**src/rtl/lsu_pkg.sv**
```systemverilog
// Shared types and decoder codes for the load/store unit.
// The store-width and load-select codes are the decoder's existing `EXE_* values.
`ifndef EXE_MEMWDSRC_B
`define EXE_MEMWDSRC_B        2'd0
`define EXE_MEMWDSRC_H        2'd1
`define EXE_MEMWDSRC_W        2'd2
`define EXE_DATAOUTSRC_RD32   3'd0
`define EXE_DATAOUTSRC_RDS8   3'd1
`define EXE_DATAOUTSRC_RDS16  3'd2
`define EXE_DATAOUTSRC_RDZ8   3'd3
`define EXE_DATAOUTSRC_RDZ16  3'd4
`endif

package lsu_pkg;
    localparam int LANES  = 4;
    localparam int LANE_W = 8;

    typedef enum logic [1:0] {IDLE, REQ, WAIT_R, RESP} lsu_state_t;
    typedef enum logic [1:0] {SZ_B, SZ_H, SZ_W} lsu_size_t;

    // Unknown codes fall back to a full word.
    function automatic lsu_size_t st_size(input logic [1:0] wdsrc);
        case (wdsrc)
            `EXE_MEMWDSRC_B: return SZ_B;
            `EXE_MEMWDSRC_H: return SZ_H;
            default:         return SZ_W;
        endcase
    endfunction

    function automatic lsu_size_t ld_size(input logic [2:0] ldsrc);
        case (ldsrc)
            `EXE_DATAOUTSRC_RDS8,  `EXE_DATAOUTSRC_RDZ8:  return SZ_B;
            `EXE_DATAOUTSRC_RDS16, `EXE_DATAOUTSRC_RDZ16: return SZ_H;
            default:                                      return SZ_W;
        endcase
    endfunction
endpackage

```
**src/rtl/lsu_if.sv**
```systemverilog
// Request/response and data-memory bus of the load/store unit.
interface lsu_if #(parameter int ADDR_W = 32, parameter int DATA_W = 32);
    logic              req_valid;
    logic              req_ready;
    logic              req_we;
    logic [1:0]        req_wdsrc;
    logic [2:0]        req_ldsrc;
    logic [ADDR_W-1:0] req_addr;
    logic [DATA_W-1:0] req_wdata;
    logic              mem_req;
    logic              mem_gnt;
    logic [ADDR_W-1:0] mem_addr;
    logic              mem_we;
    logic [3:0]        mem_be;
    logic [DATA_W-1:0] mem_wdata;
    logic              mem_rvalid;
    logic [DATA_W-1:0] mem_rdata;
    logic              rsp_valid;
    logic [DATA_W-1:0] rsp_rdata;
    logic              rsp_err;

    modport slave (
        input  req_valid, req_we, req_wdsrc, req_ldsrc, req_addr, req_wdata,
               mem_gnt, mem_rvalid, mem_rdata,
        output req_ready, mem_req, mem_addr, mem_we, mem_be, mem_wdata,
               rsp_valid, rsp_rdata, rsp_err
    );
    modport master (
        output req_valid, req_we, req_wdsrc, req_ldsrc, req_addr, req_wdata,
               mem_gnt, mem_rvalid, mem_rdata,
        input  req_ready, mem_req, mem_addr, mem_we, mem_be, mem_wdata,
               rsp_valid, rsp_rdata, rsp_err
    );
endinterface

```
**src/rtl/lsu_align.sv**
```systemverilog
// Byte-lane steering: byte enables, store replication, load extraction/extension.
// With LSU_MISALIGN_TRAP_EN defined it also flags misaligned requests.
module lsu_align
    import lsu_pkg::*;
#(
    parameter int DATA_W = 32
) (
    input  logic              i_we,
    input  logic [1:0]        i_wdsrc,
    input  logic [2:0]        i_ldsrc,
    input  logic [1:0]        i_addr_lo,
    input  logic [DATA_W-1:0] i_wdata,
    input  logic [2:0]        i_rd_ldsrc,
    input  logic [1:0]        i_rd_off,
    input  logic [DATA_W-1:0] i_rdata,
    output logic [1:0]        o_off,
    output logic [3:0]        o_be,
    output logic [DATA_W-1:0] o_wdata,
    output logic [DATA_W-1:0] o_rdata
`ifdef LSU_MISALIGN_TRAP_EN
    ,
    output logic              o_misalign
`endif
);
    lsu_size_t          w_size;
    logic [DATA_W-1:0]  w_sh;
    logic signed [7:0]  w_b8;
    logic signed [15:0] w_h16;

    assign w_size = i_we ? st_size(i_wdsrc) : ld_size(i_ldsrc);

    // Halfwords and words drop the low address bits they cannot use.
    always_comb begin
        o_off = 2'b00;
        case (w_size)
            SZ_B:    o_off = i_addr_lo;
            SZ_H:    o_off = {i_addr_lo[1], 1'b0};
            default: o_off = 2'b00;
        endcase
    end

    always_comb begin
        o_be    = 4'b1111;
        o_wdata = i_wdata;
        if (i_we) begin
            case (w_size)
                SZ_B: begin
                    o_be    = 4'b0001 << o_off;
                    o_wdata = {LANES{i_wdata[LANE_W-1:0]}};
                end
                SZ_H: begin
                    o_be    = 4'b0011 << o_off;
                    o_wdata = {2{i_wdata[2*LANE_W-1:0]}};
                end
                default: begin
                    o_be    = 4'b1111;
                    o_wdata = i_wdata;
                end
            endcase
        end
    end

`ifdef LSU_MISALIGN_TRAP_EN
    assign o_misalign = ((w_size == SZ_H) && i_addr_lo[0]) ||
                        ((w_size == SZ_W) && (i_addr_lo != 2'b00));
`endif

    assign w_sh  = i_rdata >> {i_rd_off, 3'b000};
    assign w_b8  = w_sh[7:0];
    assign w_h16 = w_sh[15:0];

    always_comb begin
        o_rdata = w_sh;
        case (i_rd_ldsrc)
            `EXE_DATAOUTSRC_RDS8:  o_rdata = DATA_W'(w_b8);
            `EXE_DATAOUTSRC_RDS16: o_rdata = DATA_W'(w_h16);
            `EXE_DATAOUTSRC_RDZ8:  o_rdata = DATA_W'(w_sh[7:0]);
            `EXE_DATAOUTSRC_RDZ16: o_rdata = DATA_W'(w_sh[15:0]);
            default:               o_rdata = w_sh;
        endcase
    end
endmodule

```
**src/rtl/lsu.sv**
```systemverilog
// Load/store unit: one accepted op becomes a single-beat req/gnt/rvalid memory transaction.
// Define LSU_MISALIGN_TRAP_EN to complete misaligned accesses with rsp_err instead of truncating.
module lsu
    import lsu_pkg::*;
#(
    parameter int ADDR_W = 32,
    parameter int DATA_W = 32
) (
    input logic clk,
    input logic rst,
    lsu_if.slave bus
);
    lsu_state_t        r_state;
    logic              r_ready;
    logic              r_mem_req;
    logic              r_mem_we;
    logic [3:0]        r_mem_be;
    logic [ADDR_W-1:0] r_mem_addr;
    logic [DATA_W-1:0] r_mem_wdata;
    logic              r_rsp_valid;
    logic [DATA_W-1:0] r_rsp_rdata;
    logic [2:0]        r_ldsrc;
    logic [1:0]        r_off;
    logic [1:0]        w_off;
    logic [3:0]        w_be;
    logic [DATA_W-1:0] w_wdata;
    logic [DATA_W-1:0] w_ld;
`ifdef LSU_MISALIGN_TRAP_EN
    logic              w_misalign;
    logic              r_rsp_err;
`endif

    lsu_align #(.DATA_W(DATA_W)) u_align (
        .i_we       (bus.req_we),
        .i_wdsrc    (bus.req_wdsrc),
        .i_ldsrc    (bus.req_ldsrc),
        .i_addr_lo  (bus.req_addr[1:0]),
        .i_wdata    (bus.req_wdata),
        .i_rd_ldsrc (r_ldsrc),
        .i_rd_off   (r_off),
        .i_rdata    (bus.mem_rdata),
        .o_off      (w_off),
        .o_be       (w_be),
        .o_wdata    (w_wdata),
        .o_rdata    (w_ld)
`ifdef LSU_MISALIGN_TRAP_EN
        ,
        .o_misalign (w_misalign)
`endif
    );

    always_ff @(posedge clk) begin
        if (rst) begin
            r_state     <= IDLE;
            r_ready     <= 1'b1;
            r_mem_req   <= 1'b0;
            r_mem_we    <= 1'b0;
            r_mem_be    <= 4'b0000;
            r_mem_addr  <= '0;
            r_mem_wdata <= '0;
            r_rsp_valid <= 1'b0;
            r_rsp_rdata <= '0;
            r_ldsrc     <= `EXE_DATAOUTSRC_RD32;
            r_off       <= 2'b00;
`ifdef LSU_MISALIGN_TRAP_EN
            r_rsp_err   <= 1'b0;
`endif
        end else begin
            r_rsp_valid <= 1'b0;
            case (r_state)
                IDLE: begin
                    if (bus.req_valid) begin
                        r_ready     <= 1'b0;
                        r_ldsrc     <= bus.req_ldsrc;
                        r_off       <= w_off;
                        r_rsp_rdata <= '0;
`ifdef LSU_MISALIGN_TRAP_EN
                        r_rsp_err   <= w_misalign;
                        if (w_misalign) begin
                            r_state     <= RESP;
                            r_rsp_valid <= 1'b1;
                        end else
`endif
                        begin
                            r_state     <= REQ;
                            r_mem_req   <= 1'b1;
                            r_mem_we    <= bus.req_we;
                            r_mem_be    <= w_be;
                            r_mem_addr  <= {bus.req_addr[ADDR_W-1:2], 2'b00};
                            r_mem_wdata <= w_wdata;
                        end
                    end
                end
                REQ: begin
                    if (bus.mem_gnt) begin
                        r_mem_req <= 1'b0;
                        if (r_mem_we) begin
                            r_state     <= RESP;
                            r_rsp_valid <= 1'b1;
                        end else begin
                            r_state <= WAIT_R;
                        end
                    end
                end
                WAIT_R: begin
                    if (bus.mem_rvalid) begin
                        r_rsp_rdata <= w_ld;
                        r_state     <= RESP;
                        r_rsp_valid <= 1'b1;
                    end
                end
                RESP: begin
                    r_state <= IDLE;
                    r_ready <= 1'b1;
                end
                default: begin
                    r_state <= IDLE;
                    r_ready <= 1'b1;
                end
            endcase
        end
    end

    assign bus.req_ready = r_ready;
    assign bus.mem_req   = r_mem_req;
    assign bus.mem_we    = r_mem_we;
    assign bus.mem_be    = r_mem_be;
    assign bus.mem_addr  = r_mem_addr;
    assign bus.mem_wdata = r_mem_wdata;
    assign bus.rsp_valid = r_rsp_valid;
    assign bus.rsp_rdata = r_rsp_rdata;
`ifdef LSU_MISALIGN_TRAP_EN
    assign bus.rsp_err   = r_rsp_err;
`else
    assign bus.rsp_err   = 1'b0;
`endif
endmodule

```
**src/flat_wrapper.sv**
```systemverilog
// flat-port wrapper written by rule: the top's interface ports become plain ports
module lsu_flat import lsu_pkg::*;
#(
    parameter int ADDR_W = 32,
    parameter int DATA_W = 32
)
  (clk, rst, bus_req_valid, bus_req_we, bus_req_wdsrc, bus_req_ldsrc, bus_req_addr, bus_req_wdata, bus_mem_gnt, bus_mem_rvalid, bus_mem_rdata, bus_req_ready, bus_mem_req, bus_mem_addr, bus_mem_we, bus_mem_be, bus_mem_wdata, bus_rsp_valid, bus_rsp_rdata, bus_rsp_err);
  lsu_if #(.ADDR_W(ADDR_W), .DATA_W(DATA_W)) bus_i ();
  input logic clk;
  input logic rst;
  input wire logic [$bits(bus_i.req_valid)-1:0] bus_req_valid;
  input wire logic [$bits(bus_i.req_we)-1:0] bus_req_we;
  input wire logic [$bits(bus_i.req_wdsrc)-1:0] bus_req_wdsrc;
  input wire logic [$bits(bus_i.req_ldsrc)-1:0] bus_req_ldsrc;
  input wire logic [$bits(bus_i.req_addr)-1:0] bus_req_addr;
  input wire logic [$bits(bus_i.req_wdata)-1:0] bus_req_wdata;
  input wire logic [$bits(bus_i.mem_gnt)-1:0] bus_mem_gnt;
  input wire logic [$bits(bus_i.mem_rvalid)-1:0] bus_mem_rvalid;
  input wire logic [$bits(bus_i.mem_rdata)-1:0] bus_mem_rdata;
  output wire logic [$bits(bus_i.req_ready)-1:0] bus_req_ready;
  output wire logic [$bits(bus_i.mem_req)-1:0] bus_mem_req;
  output wire logic [$bits(bus_i.mem_addr)-1:0] bus_mem_addr;
  output wire logic [$bits(bus_i.mem_we)-1:0] bus_mem_we;
  output wire logic [$bits(bus_i.mem_be)-1:0] bus_mem_be;
  output wire logic [$bits(bus_i.mem_wdata)-1:0] bus_mem_wdata;
  output wire logic [$bits(bus_i.rsp_valid)-1:0] bus_rsp_valid;
  output wire logic [$bits(bus_i.rsp_rdata)-1:0] bus_rsp_rdata;
  output wire logic [$bits(bus_i.rsp_err)-1:0] bus_rsp_err;
  assign bus_i.req_valid = bus_req_valid;
  assign bus_i.req_we = bus_req_we;
  assign bus_i.req_wdsrc = bus_req_wdsrc;
  assign bus_i.req_ldsrc = bus_req_ldsrc;
  assign bus_i.req_addr = bus_req_addr;
  assign bus_i.req_wdata = bus_req_wdata;
  assign bus_i.mem_gnt = bus_mem_gnt;
  assign bus_i.mem_rvalid = bus_mem_rvalid;
  assign bus_i.mem_rdata = bus_mem_rdata;
  assign bus_req_ready = bus_i.req_ready;
  assign bus_mem_req = bus_i.mem_req;
  assign bus_mem_addr = bus_i.mem_addr;
  assign bus_mem_we = bus_i.mem_we;
  assign bus_mem_be = bus_i.mem_be;
  assign bus_mem_wdata = bus_i.mem_wdata;
  assign bus_rsp_valid = bus_i.rsp_valid;
  assign bus_rsp_rdata = bus_i.rsp_rdata;
  assign bus_rsp_err = bus_i.rsp_err;
  lsu #(.ADDR_W(ADDR_W), .DATA_W(DATA_W)) u_core (.clk(clk), .rst(rst), .bus(bus_i));
endmodule
```
**config.mk**
```make
export PLATFORM = sky130hd
export DESIGN_NAME = lsu_flat
export DESIGN_NICKNAME = d
export VERILOG_FILES = /design/src/rtl/lsu_pkg.sv /design/src/rtl/lsu_if.sv /design/src/rtl/lsu_align.sv /design/src/rtl/lsu.sv /design/src/flat_wrapper.sv
export SDC_FILE = /design/constraint.sdc
export NUM_CORES = 1
export LEC_CHECK = 0
export CAP_MARGIN = 40
export CORE_AREA = 2 2 73 109
export DETAILED_ROUTE_END_ITERATION = 10
export DIE_AREA = 0 0 75 111
export DONT_BUFFER_PORTS = 1
export PLACE_DENSITY = 0.92
export SLEW_MARGIN = 20
export SYNTH_ARGS = -nofsm -noshare
export SYNTH_HDL_FRONTEND = slang
export SYNTH_SLANG_ARGS = --single-unit
```
**constraint.sdc**
```tcl
create_clock -name clk -period 5.5 [get_ports clk]
set_clock_uncertainty 0.05 [all_clocks]
set_input_delay 1.375 -clock clk [delete_from_list [all_inputs] [get_ports clk]]
set_output_delay 1.375 -clock clk [all_outputs]
set_load 0.01 [all_outputs]
```
==> flow_metrics.env, run 1 <==
export IMPL_clock_sinks=109
export IMPL_final_antenna_net_count=0
export IMPL_synthArstFlopShare_pct=0
export IMPL_drt_first_pass_iters=6
export IMPL_synth_cells=560
export IMPL_grt_max_degree=89
export IMPL_synth_edff_count=0
export IMPL_cts_setup_buffers=0
export IMPL_io_buffers=0
export IMPL_hold_buffers=0
export IMPL_hold_viol=0
export IMPL_cts_tree="yes"
export IMPL_antennaDiodeCount=0
export IMPL_grt_pass1_vias=3927
export IMPL_fin_nets=644
export IMPL_ys_types=45
export IMPL_ys_ff_latch=109
export IMPL_clk_root_buffer_cell="clkbuf_16"
export IMPL_wl_mm=12.9
export IMPL_antenna_found_initial=0
export IMPL_syn2layout_area_growth_pct=5.97
export IMPL_dp_hpwl_mm=9.41
export IMPL_utilization_pct=69.6
export IMPL_clk_pin_slew_worst_paths_ns=0.07
export IMPL_crit_fanout=54
export IMPL_cp_required_ns=5.69
export IMPL_start_util_pct=65.7
export IMPL_layout_drive_gt1_share_pct=6.51
export IMPL_max_vdd_ir_drop_mv=0.294
export IMPL_clkLatencyLatePin_ns=0.34
export IMPL_wl_per_cell_microns=20.1
export IMPL_p_leak_nw=1.88
export IMPL_post_cts_resized=0
export IMPL_ios=212
export IMPL_yosys_warnings=0
export IMPL_die_y_microns=111
export IMPL_cp_cell_sequence="and2_2 > buf_4 > a21oi_1 > o21ai_0 > a21bo_2"
export IMPL_setup_tns_ns=0
export IMPL_viasPerCell=6.25
export IMPL_cap_violations=0
export IMPL_final_max_slew_viol_count=0
export IMPL_status="completed"
export IMPL_syn_cell_area_sq_mm=0.00490
export IMPL_crit_arrival_ns=2.90
export IMPL_overflow=0
export IMPL_crit_buf_inv=1
export IMPL_worstSetupPathType="input pin to flop"
export IMPL_power_density_mw_per_mm2=461
export IMPL_endpoint_kind="flop"
export IMPL_timing_fmax_mhz=368
export IMPL_yosysSeqAreaShare_pct=44.5
export IMPL_worstMarginPinSlew_ns=0.716
export IMPL_drc=0
export IMPL_gr_usage_all_layers_pct=30.5
export IMPL_cpPeakStageDelay_ns=0.53
export IMPL_hold_class="flop to flop"
export IMPL_drt_initial_drc_count=177
export IMPL_ys_flop_type="dfxtp_1"
export IMPL_start_kind="input pin"
export IMPL_slew_headroom_pct=52.1
export IMPL_fin_crit_ns=2.72
export IMPL_clockBufferDepth=2
export IMPL_cp_slowest_cell="buf_4"
export IMPL_grt_first_pass_wirelength_mm=19.3
export IMPL_gp_congestion=0.792
export IMPL_period_share_pct=49.4
export IMPL_cts_buffers=9
export IMPL_die_area_sq_mm=0.00833
export IMPL_setup_violations=0
export IMPL_synth_area_per_cell_sq_um=8.75
export IMPL_fp_row_count=39
export IMPL_cp_top_family="buffers and inverters"
export IMPL_die_width_microns=75
export IMPL_num_vias=4001
export IMPL_coreArea_sq_mm=0.00747
export IMPL_cts_max_level=3
export IMPL_rsz0062_at_grt="no"
==> area by class of cell <==
cell class                 instances  area (sq um)
clock inverter                     5          65.1
sequential                       109          2180
multi-input combinational        403          2490
tap                              102           128
timing repair buffer               7          76.3
clock buffer                      11           243
fill                             584          2270
inverter                           3          11.3
==> metrics by stage <==
step / power (mW) / instance area [sq um] / setup WS (ns) / hold WS [ns] / instances
3_3_place_gp: 1.69 / 4850 / 2.36 / 0.405 / 622
3_5_place_dp: 1.75 / 4890 / 2.48 / 0.409 / 624
2_1_floorplan: 1.60 / 4910 / 3.00 / 0.400 / 562
4_1_cts: 2.40 / 5190 / 2.82 / 0.419 / 640
6_report: 2.40 / 5190 / 2.78 / 0.417 / 640
5_1_grt: 2.53 / 5190 / 2.69 / 0.463 / 640
==> routing by layer <==
layer  wire (microns)  track usage (%)  up-vias
li1                 -                -     1925
met1             4520             31.6     1839
met2             6740             54.5      211
met3             1230             9.91       26
met4              369             11.3        0
met5                0                0        -
==> kinds of logic after synthesis <==
| logic type | count (synthesis) | synth area share, % |
|---|---|---|
| buffers and inverters | 50 | 4.98 |
| AO/OA/AOI/OAI | 171 | 24.3 |
| multiplexers | 43 | 9.29 |
| XOR/XNOR | 3 | 0.536 |
| AND/OR/NAND/NOR | 179 | 15.3 |
| other | 1 | 0.0765 |
| adder cells (fa/ha/maj) | 4 | 1.02 |
| flip-flops | 109 | 44.5 |
==> worst reg2reg max path, stage by stage (launching register included) <==
cell and delay [ns]:
dfxtp_1 0.33, inv_1 0.12, ha_1 0.35, and2_2 0.54
buf_4 0.54, a21oi_1 0.19, o21ai_0 0.11, a21bo_2 0.24
==> cell usage in the layout (no fill, tap or decap), drive strengths merged, types with 3 or more instances in the layout <==
cell and instances:
a21oi 72, nor3 4, o21ai 13, nor2b 11, o2bb2ai 23, nand2 121
dfxtp 109, conb 3, nor2 28, a211o 7, clkbuf 11, mux2i 43
a22o 8, ha 4, buf 7, a32oi 7, o211ai 18, nand2b 6
a211oi 10, inv 6
==> power breakdown <==
group | internal [mW] | total [mW] | switching, mW
logic | 0.231 | 0.641 | 0.411
registers | 0.930 | 1.10 | 0.168
clock network | 0.372 | 0.657 | 0.286
total | 1.53 | 2.40 | 0.865
==> flip-flops by register name (all words and copies together) (netlist names) <==
signal                count
u_core.bus.mem_wdata     32
u_core.bus.rsp_rdata     32
u_core.r_state            2
u_core.bus.req_ready      1
u_core.bus.mem_addr      30
u_core.bus.mem_be         4
u_core.bus.mem_we         1
u_core.r_ldsrc            3
u_core.bus.mem_req        1
u_core.bus.rsp_valid      1
u_core.r_off              2
==> cell usage after synthesis (all sizes together), types with 7 or more instances <==
cell type	number	share of area, %
o211ai	18	2.9
nand2	121	9.3
a32oi	7	1.3
nor2b	11	1.4
a211oi	10	1.5
buf	28	3.3
nor2	28	2.1
clkbuf	19	1.5
a211o	7	1.3
a21oi	72	7.4
dfxtp	109	45
o2bb2ai	23	4.1
mux2i	43	9.3
a22o	8	1.4
o21ai	13	1.3
==> worst paths after layout <==
kind	from	to	slack [ns]	cells past startpoint
min	u_core.r_ldsrc[0]$_SDFFE_PP0P_	u_core.r_ldsrc[0]$_SDFFE_PP0P_	0.42	2
max reg2reg	u_core.r_state[0]$_SDFFE_PP0P_	u_core.bus.mem_be[1]$_SDFFE_PP0P_	2.93	7
min reg2reg	u_core.r_ldsrc[0]$_SDFFE_PP0P_	u_core.r_ldsrc[0]$_SDFFE_PP0P_	0.42	2
max	bus_req_valid	u_core.bus.mem_be[1]$_SDFFE_PP0P_	2.78	5
Note: power is estimated with default switching activity, not from simulation.
==> run 2, diff against run 1 <==
Settings changed: CORE_AREA 2 2 73 109 to 2 2 79 119, DIE_AREA 0 0 75 111 to 0 0 81 121, PLACE_DENSITY 0.92 to 0.83.
Clock period 5.5 ns to 2.3 ns, I/O delays scaled along.
==> run 2 against run 1 <==
Net effect:
- cell area unchanged
- non-clock buffer count increased by 1
- combinational power increased by 140%
- wire length increased by 0.33%
- count of clock-buffer cells in the layout decreased by 1
- critical path type is now flop to flop
- largest power group unchanged
==> flow_metrics.env, run 2 (synthesis results as in run 1) <==
export IMPL_timing_fmax_mhz=501
export IMPL_fin_nets=645
export IMPL_clk_pin_slew_worst_paths_ns=0.08
export IMPL_final_max_slew_viol_count=0
export IMPL_cts_buffers=9
export IMPL_syn2layout_area_growth_pct=5.97
export IMPL_hold_viol=0
export IMPL_rr_startpoint="u_core.r_state[0]$_SDFFE_PP0P_"
export IMPL_worstReg2RegEnd="u_core.bus.mem_wdata[9]$_SDFFE_PP0P_"
export IMPL_min_to="u_core.bus.mem_wdata[22]$_SDFFE_PP0P_"
export IMPL_hold_class="input pin to flop"
export IMPL_io_buffers=0
export IMPL_power_density_mw_per_mm2=1090
export IMPL_worstSetupPathType="flop to flop"
export IMPL_cap_violations=0
export IMPL_r2r_cells=6
export IMPL_start_kind="flop"
export IMPL_cp_required_ns=2.53
export IMPL_p_leak_nw=1.88
export IMPL_holdPathStages=1
export IMPL_layout_common_cells="120 x nand2_1, 109 x dfxtp_1, 72 x a21oi_1, 41 x mux2i_1, 28 x nor2_1"
export IMPL_gp_congestion=0.861
export IMPL_overflow=0
export IMPL_wl_mm=12.9
export IMPL_grt_pass1_vias=3940
export IMPL_slew_headroom_pct=56.9
export IMPL_layout_drive_gt1_share_pct=6.68
export IMPL_clockBufferDepth=2
export IMPL_endpoint_kind="flop"
export IMPL_antennaDiodeCount=0
export IMPL_worstMarginPinSlew_ns=0.642
export IMPL_hold_buffers=0
export IMPL_setup_tns_ns=0
export IMPL_coreArea_sq_mm=0.00872
export IMPL_drc=0
export IMPL_die_width_microns=81
export IMPL_cts_max_level=3
export IMPL_drt_first_pass_iters=4
export IMPL_die_y_microns=121
export IMPL_min_delay_start="rst"
export IMPL_dp_hpwl_mm=9.78
export IMPL_grt_first_pass_wirelength_mm=19.5
export IMPL_cts_tree="yes"
export IMPL_cp_slowest_cell="and2_2"
export IMPL_crit_fanout=61
export IMPL_clkLatencyLatePin_ns=0.34
export IMPL_cpPeakStageDelay_ns=0.47
export IMPL_drt_initial_drc_count=143
export IMPL_rsz0062_at_grt="no"
export IMPL_layout_cells_most_common="nand2_1"
export IMPL_reg2reg_setup_slack_ns=0.30
export IMPL_wl_per_cell_microns=19.9
export IMPL_startpoint="u_core.r_state[0]$_SDFFE_PP0P_"
export IMPL_ios=212
export IMPL_gr_usage_all_layers_pct=26.0
export IMPL_start_util_pct=56.2
export IMPL_grt_max_degree=89
export IMPL_status="completed"
export IMPL_antenna_found_initial=0
export IMPL_max_vdd_ir_drop_mv=0.631
export IMPL_die_area_sq_mm=0.00980
export IMPL_period_share_pct=86.9
export IMPL_post_cts_resized=0
export IMPL_clock_sinks=109
export IMPL_cts_setup_buffers=0
export IMPL_final_antenna_net_count=0
export IMPL_num_vias=3952
export IMPL_viasPerCell=6.09
export IMPL_clk_root_buffer_cell="clkbuf_16"
export IMPL_finalPower_mw=5.65
export IMPL_crit_arrival_ns=2.22
export IMPL_setup_violations=0
export IMPL_cp_cell_sequence="inv_1 > ha_1 > and2_2 > buf_12 > o211ai_1 > a21oi_1"
export IMPL_fin_crit_ns=2.00
export IMPL_fp_row_count=42
run 2: worst max-delay path: cells and delay by family (launching register included):
kind                       cells  cell delay, ns
and+or+nand+nor                1            0.47
buffers and inverters          2            0.42
DFF                            1            0.33
adders and majority gates      1            0.32
AOI/OAI and AO/OA              2            0.30
run 2: layer usage:
layer / track usage, % / up-vias / wire (microns)
li1: - / 1926 / -
met1: 25.1 / 1798 / 4290
met2: 46.8 / 200 / 6730
met3: 10.4 / 28 / 1470
met4: 11.9 / 0 / 408
met5: 0 / - / 0
run 2: stage by stage:
| step | cell area (sq um) | setup WS, ns | hold WS, ns | util (%) | instances |
|---|---|---|---|---|---|
| 6_report | 5190 | 0.302 | 0.251 | 59.6 | 649 |
| 5_1_grt | 5190 | 0.0908 | 0.228 | 59.6 | 649 |
| 4_1_cts | 5190 | 0.311 | 0.228 | 59.6 | 649 |
| 3_5_place_dp | 4910 | 0.337 | 0.422 | 56.2 | 633 |
| 3_3_place_gp | 4910 | 0.440 | 0.412 | 56.2 | 633 |
| 2_1_floorplan | 4910 | 0.506 | 0.400 | - | 562 |
run 2: cell type report:
cell class,count,area (sq um)
Fill cell,771,3530
Multi-Input combinational cell,403,2490
Sequential cell,109,2180
Clock buffer,10,229
Tap cell,110,138
Timing Repair Buffer,8,85.1
Clock inverter,6,60.1
Inverter,3,11.3
run 2: worst max path at each step:
stage,endpoint,slack (ns)
floorplan,u_core.bus.rsp_rdata[20]$_SDFFE_PP0P_,0.51
global placement,u_core.bus.mem_wdata[30]$_SDFFE_PP0P_,0.44
detailed placement,u_core.bus.mem_wdata[9]$_SDFFE_PP0P_,0.34
CTS,u_core.bus.rsp_rdata[25]$_SDFFE_PP0P_,0.31
global route,u_core.bus.mem_wdata[27]$_SDFFE_PP0P_,0.09
finish,u_core.bus.mem_wdata[9]$_SDFFE_PP0P_,0.30
run 2: power by group:
group          switching, mW  internal, mW  leakage (nW)  total, mW
Combinational          0.945         0.570         0.844       1.51
Sequential             0.407          2.22         0.891       2.63
Clock                  0.740         0.767         0.143       1.51
Total                   2.09          3.56          1.88       5.65
